===== src/rtl/pipe_pkg.sv =====
// Shared types for the pipeline boundary registers: state encoding, occupancy
// codes and the packed payloads carried across each stage boundary.
package pipe_pkg;

  typedef enum logic [1:0] {
    EMPTY = 2'd0,
    ONE   = 2'd1,
    TWO   = 2'd2
  } pipe_state_t;

  localparam logic [1:0] OCC_EMPTY = 2'd0;
  localparam logic [1:0] OCC_ONE   = 2'd1;
  localparam logic [1:0] OCC_TWO   = 2'd2;

  typedef struct packed {
    logic [31:0] Instr;
    logic [31:0] PCPlus4;
  } fd_payload_t;

  typedef struct packed {
    logic        RegWrite;
    logic        MemtoReg;
    logic        MemWrite;
    logic [3:0]  ALUControl;
    logic [1:0]  ALUSrc;
    logic        RegDst;
    logic        StartMult;
    logic        MultSign;
    logic [1:0]  OutSelect;
    logic        jump;
    logic        isBranch;
    logic        PCSrc;
    logic [31:0] PC;
    logic [31:0] PCBranch;
    logic [31:0] PCPlus4;
    logic [31:0] Rd1;
    logic [31:0] Rd2;
    logic [4:0]  Rs;
    logic [4:0]  Rt;
    logic [4:0]  Rd;
    logic [31:0] SEimm;
    logic [31:0] ZEimm;
    logic [31:0] ZPimm;
  } de_payload_t;

  localparam int FD_WIDTH = $bits(fd_payload_t);
  localparam int DE_WIDTH = $bits(de_payload_t);

  function automatic logic [1:0] occ_of(input pipe_state_t s);
    case (s)
      ONE:     occ_of = OCC_ONE;
      TWO:     occ_of = OCC_TWO;
      default: occ_of = OCC_EMPTY;
    endcase
  endfunction

endpackage


===== src/rtl/pipe_data_reg.sv =====
// WIDTH-bit payload register with load enable; synchronous zero wins over load
// so an emptied entry always reads as a bubble.
module pipe_data_reg #(
  parameter int WIDTH = 64
) (
  input  logic             Clk,
  input  logic             i_load,
  input  logic             i_zero,
  input  logic [WIDTH-1:0] i_d,
  output logic [WIDTH-1:0] o_q
);

  logic [WIDTH-1:0] r_q;

  always_ff @(posedge Clk) begin
    if (i_zero)
      r_q <= '0;
    else if (i_load)
      r_q <= i_d;
  end

  assign o_q = r_q;

endmodule


===== src/rtl/pipe_stage_reg.sv =====
// Pipeline boundary register with valid/ready handshake, flush-to-bubble and
// an optional second (skid) entry that lets InReady be registered.
//
// state | meaning
// EMPTY | nothing held, OutValid=0, OutData=0
// ONE   | one beat in main entry, presented downstream
// TWO   | main presented, next beat parked in skid; InReady=0 (SKID=1 only)
module pipe_stage_reg
  import pipe_pkg::*;
#(
  parameter int WIDTH = 64,
  parameter int SKID  = 1
) (
  input  logic             Clk,
  input  logic             Clr,
  input  logic             Flush,
  input  logic             InValid,
  output logic             InReady,
  input  logic [WIDTH-1:0] InData,
  output logic             OutValid,
  input  logic             OutReady,
  output logic [WIDTH-1:0] OutData,
  output logic [1:0]       Occupancy
);

  localparam bit LP_SKID = (SKID != 0);

  pipe_state_t      r_state;
  logic             r_out_valid;
  logic             r_in_ready;
  logic [1:0]       r_occ;

  pipe_state_t      w_next;
  logic             w_kill;
  logic             w_accept;
  logic             w_pop;
  logic             w_main_load;
  logic             w_main_zero;
  logic             w_skid_load;
  logic             w_skid_zero;
  logic [WIDTH-1:0] w_main_d;
  logic [WIDTH-1:0] w_main_q;
  logic [WIDTH-1:0] w_skid_q;

  assign w_kill   = Clr | Flush;
  assign InReady  = LP_SKID ? r_in_ready : (~r_out_valid | OutReady);
  assign w_accept = InValid & InReady;
  assign w_pop    = r_out_valid & OutReady;

  always_comb begin
    w_next      = r_state;
    w_main_load = 1'b0;
    w_main_zero = 1'b0;
    w_skid_load = 1'b0;
    w_skid_zero = 1'b0;
    w_main_d    = InData;
    if (w_kill) begin
      w_next      = EMPTY;
      w_main_zero = 1'b1;
      w_skid_zero = 1'b1;
    end else begin
      case (r_state)
        EMPTY: begin
          if (w_accept) begin
            w_next      = ONE;
            w_main_load = 1'b1;
          end
        end
        ONE: begin
          if (w_accept && w_pop) begin
            w_main_load = 1'b1;
          end else if (w_accept && LP_SKID) begin
            w_next      = TWO;
            w_skid_load = 1'b1;
          end else if (w_pop) begin
            w_next      = EMPTY;
            w_main_zero = 1'b1;
          end
        end
        TWO: begin
          if (w_pop) begin
            w_next      = ONE;
            w_main_load = 1'b1;
            w_main_d    = w_skid_q;
            w_skid_zero = 1'b1;
          end
        end
        default: begin
          w_next      = EMPTY;
          w_main_zero = 1'b1;
          w_skid_zero = 1'b1;
        end
      endcase
    end
  end

  // Status outputs are registered from the next state so they never glitch.
  always_ff @(posedge Clk) begin
    if (Clr) begin
      r_state     <= EMPTY;
      r_occ       <= OCC_EMPTY;
      r_out_valid <= 1'b0;
      r_in_ready  <= 1'b1;
    end else begin
      r_state     <= w_next;
      r_occ       <= occ_of(w_next);
      r_out_valid <= (w_next != EMPTY);
      r_in_ready  <= (w_next != TWO);
    end
  end

  pipe_data_reg #(.WIDTH(WIDTH)) u_main (
    .Clk    (Clk),
    .i_load (w_main_load),
    .i_zero (w_main_zero),
    .i_d    (w_main_d),
    .o_q    (w_main_q)
  );

  pipe_data_reg #(.WIDTH(WIDTH)) u_skid (
    .Clk    (Clk),
    .i_load (w_skid_load),
    .i_zero (w_skid_zero),
    .i_d    (InData),
    .o_q    (w_skid_q)
  );

  assign OutValid  = r_out_valid;
  assign OutData   = w_main_q;
  assign Occupancy = r_occ;

endmodule

===== config.mk =====
export PLATFORM = sky130hd
export DESIGN_NAME = pipe_stage_reg
export DESIGN_NICKNAME = d
export VERILOG_FILES = /design/src/rtl/pipe_pkg.sv /design/src/rtl/pipe_data_reg.sv /design/src/rtl/pipe_stage_reg.sv
export SDC_FILE = /design/constraint.sdc
export NUM_CORES = 1
export LEC_CHECK = 0
export CAP_MARGIN = 20
export CORE_MARGIN = 8
export CORE_UTILIZATION = 44
export CTS_BUF_LIST = sky130_fd_sc_hd__clkbuf_2 sky130_fd_sc_hd__clkbuf_4 sky130_fd_sc_hd__clkbuf_8
export DETAILED_ROUTE_END_ITERATION = 10
export PLACE_DENSITY = 0.77
export SETUP_SLACK_MARGIN = 0.02
export SYNTH_ARGS = -nofsm -noshare
export SYNTH_HDL_FRONTEND = slang
export SYNTH_SLANG_ARGS = --single-unit

===== constraint.sdc =====
create_clock -name Clk -period 1.4 [get_ports Clk]
set_clock_uncertainty 0.05 [all_clocks]
set_input_delay 0.28 -clock Clk [delete_from_list [all_inputs] [get_ports Clk]]
set_output_delay 0.28 -clock Clk [all_outputs]
set_load 0.02 [all_outputs]

==> results list <==
- Final Worst Setup Slack: -0.2551 ns
- Counting along the longest clock path gives a buffer depth of 2.
- Starting Density: 44.92%
- IR analysis of the VDD net gives a maximum drop of 0.0006860 V.
* Post-CTS clock slew at the launch and capture registers of the worst setup and hold paths: 0.08 ns
- Cell row count: 38
- Entering global routing, the biggest net connects 35 pins.
- First-pass GRT wire length: 24960 um
- The tightest hold path in the finished design has a slack of 0.3896 ns.
* Cell type of the slowest stage on the worst timing path: dfxtp_2
- The synthesized design contains 134 register bits.
- H-Tree Depth: 4
- The repair_antennas step left the layout with diodes totalling 0.
- In this run the critical register-to-register path is launched from r_state[1].
- For this run the aggregate overflow at the end of global routing stands at 0.
- The worst setup path is captured at a register.
* Post-layout power: 8.903 mW
- Leakage power of the design: 2.935 nW
- The count of buffers added on input and output ports is 136.
- Multiplexer cells account for 0% of the synthesized area.
- Setup violations remaining at the end of the flow were counted as 130.
- Timing would allow up to 0.6042 GHz.
- Counting distinct cell types in the post-synthesis netlist gives 27.
- For flop-to-flop paths, the worst setup slack is -0.26 ns.
- The number of global-route vias before repair was 5133.
- CTS placed an instance of clkbuf_8 at the clock tree root.
- Wires add up to 17210 um.
- Worst min path class: in -> reg
* WL/cell: 19.16 um
* Async SR Flop Fraction: 0%
- For the pin with the worst max-slew slack, the measured transition is 0.4026 ns.
- Cell accounting for the most synthesized area: dfxtp_1
* Clock tree from TritonCTS: built
- The routed layout has 5087 vias.
- Most numerous cell types in the synthesized netlist: dfxtp_1 (134), nand2_1 (131), nor2_1 (67), a21oi_1 (66)
* Post-route antenna net violation count: 0
- # hold bufs at CTS: 0
- Summed over all failing endpoints, the final setup total negative slack is -15.74 ns.
* Number of vias per cell after detailed routing: 5.665
* GR Util met2: 36.72%
* Number of placed cells counting well taps: 849
- Final Cycle Share: 118.2%
* Critical path cell sequence: nand3b_1 > buf_6 > o21ai_4 > buf_12 > buf_12 > nor2_1 > nor3_1
- Final weighted congestion in routability-driven placement: 0.8092
- Placed standard-cell area: 6490 um2
- Most utilized layer in the global route result: met2
- Net count of the finished layout: 814
- After Yosys synthesis, full adders, half adders and majority gates account for 0% of the synthesized area.
- Shortest period the worst path allows: 1.655 ns
- Largest fanout on the critical path: 11
- Yosys synthesis warning count: 0
- The most used flip-flop cell after synthesis is dfxtp_1.
- Of the synthesized area, sequential elements account for 55.09%.
* Timing startpoint of the critical path: r_state[1]
- Slew Limit Headroom: 73.05%
- For met1 alone, demand over resource in global routing was 23.65%.
- Global routing consumed, over all layers together, 21.02% of the routing resources.
- For this run, the slowest stage of the critical path takes 0.34 ns.
* Largest family of logic cells by synthesized area: simple AND/OR/NAND/NOR gates
- Synthesis produced 592 cells.
- Final count of pins violating max slew: 0
- The synthesized netlist devotes 16.03% of its cell area to compound gates.
* M3 GR Usage: 6.003%
* Setup repair after global routing missed its margin: true
- Clock net sink count: 134
- Area share of the largest cell type after synthesis: 55.09%
* First-pass DRT Iterations: 8
- The startpoint identified for the worst hold timing path is InData[33].
* Final std cells w/o fill: 898
- Number of enable-type register cells in the synthesized netlist: 0
- Data arrives at the worst endpoint at 1.92 ns.
- The critical path is of the reg -> reg type.
- The synthesized netlist devotes 23.51% of its cell area to simple gates.
* Xor and xnor area share after synthesis: 0.1799%
- Power spread over the standard cell area amounts to 1197 nW/um2.
- The detailed router finished its first iteration with 459 violations.
- Number of top-level design ports: 137
- DRC violation count after routing: 0
- The cell area that synthesis handed to floorplanning was 4870 um2.
- Placed wire-length estimate after detailed placement: 9993 um
* Most Frequent Cell on Critical Path: buf_12
- The number of hold violations in the final report was 0.
- The floorplan step defined a die boundary enclosing 14690 um2.
- The number of nets handed over by synthesis was 661.
* Synthesis-to-layout area growth: 52.75%
- In the final layout, the share of cells above drive strength 1 is 30.61%.
- The final reports fail on setup timing.
- The core region is 10840 um2.
* Syn avg cell area: 8.226 um2
* Die boundary width: 121.2 um
- Sorting the synthesized cells by area gives the leading types as dfxtp_1 (55%), nand2_1 (10%), o22ai_1 (8.2%).
- CTS buffer count: 17
- Critical path launch point type: register
- Finished Cell Area: 7438 um2
* Data required time of the critical path: 1.67 ns
* Initial antenna violation count: 0
* Run status: complete, but fails checks
- Max cap viols: 0
- Vertical die dimension: 121.2 um
* Clk_lat worst skew: 0.42 ns
- Top-count cell post-synth: dfxtp_1
-- metrics by stage --
step	setup slack (ns)	utilization (%)
final	-0.2551	68.62
after CTS	-0.1037	67.47
after detailed placement	-0.6826	59.87
after global routing	-0.2544	68.62
after global placement	-0.5361	59.87
after floorplan	-0.04446	-
-- layout by cell type, fill, tap and decap left out, types with 2 or more instances in the layout --
master | netlist | final
nand2_2 | 0 | 4
o22ai_1 | 64 | 41
buf_6 | 6 | 7
dfxtp_4 | 0 | 2
nor3_1 | 64 | 53
dfxtp_2 | 0 | 2
a21oi_2 | 0 | 28
buf_4 | 2 | 12
nor2_1 | 67 | 67
nand2_1 | 131 | 116
inv_1 | 3 | 3
buf_2 | 19 | 66
clkdlybuf4s50_1 | 0 | 66
buf_12 | 0 | 16
clkinv_4 | 0 | 2
bufinv_16 | 0 | 5
inv_6 | 0 | 3
and2_1 | 3 | 2
dlygate4sd2_1 | 0 | 2
nor3_2 | 0 | 11
o21ai_4 | 0 | 2
clkbuf_8 | 0 | 17
clkinvlp_4 | 0 | 3
dfxtp_1 | 134 | 130
o22ai_2 | 0 | 22
a21oi_1 | 66 | 38
clkbuf_16 | 0 | 6
nand2_4 | 0 | 11
-- state kept, by name (all words and copies together) (netlist names) --
name,count
Occupancy,2
InReady,1
r_state,2
u_skid.o_q,64
u_main.o_q,64
OutValid,1
-- timing repair --
item / CTS / global route
endpoints found under the setup margin: 197 / 172
setup buffers: 5 / 2
pin swaps: 24 / 4
gates resized for setup: 308 / 91
cloned: 4 / 7
-- area by class of cell --
class,count,area (um2)
clock buffer,18,241.5
multi-input combinational,411,2401
fill,842,3402
tap,140,175.2
timing repair buffer,178,1695
clock inverter,14,221.5
sequential,134,2693
inverter,3,11.26
-- layer usage --
metal | vias to the layer above | wire, um
met5 | - | 0
met4 | 0 | 454
met3 | 45 | 1135
met2 | 236 | 8786
met1 | 2470 | 6830
li1 | 2336 | -
-- critical path, delay by kind of cell (launching register included) --
family / cells / cell delay, ns
and+or+nand+nor: 3 / 0.48
DFF: 1 / 0.34
buffers and inverters: 3 / 0.47
AOI/OAI and AO/OA: 1 / 0.20
-- worst paths after layout --
kind              cells past startpoint              to
setup reg to reg                      7  u_main.o_q[48]
hold reg to reg                       2  u_skid.o_q[19]
hold / removal                        3  u_skid.o_q[33]
setup / recovery                      7  u_main.o_q[48]
-- report_power, final --
group	leakage [nW]	internal, mW	switching [mW]
Sequential	1.09	3.91	0.0604
Combinational	1.62	0.552	0.660
Clock	0.224	2.16	1.56
-- cell families after synthesis --
family | Yosys count
and+or+nand+nor | 273
buffers and inverters | 47
xor gates and xnor gates | 1
DFF | 134
AOI/OAI and AO/OA | 137
No activity file was read; power rests on OpenSTA's default activity.
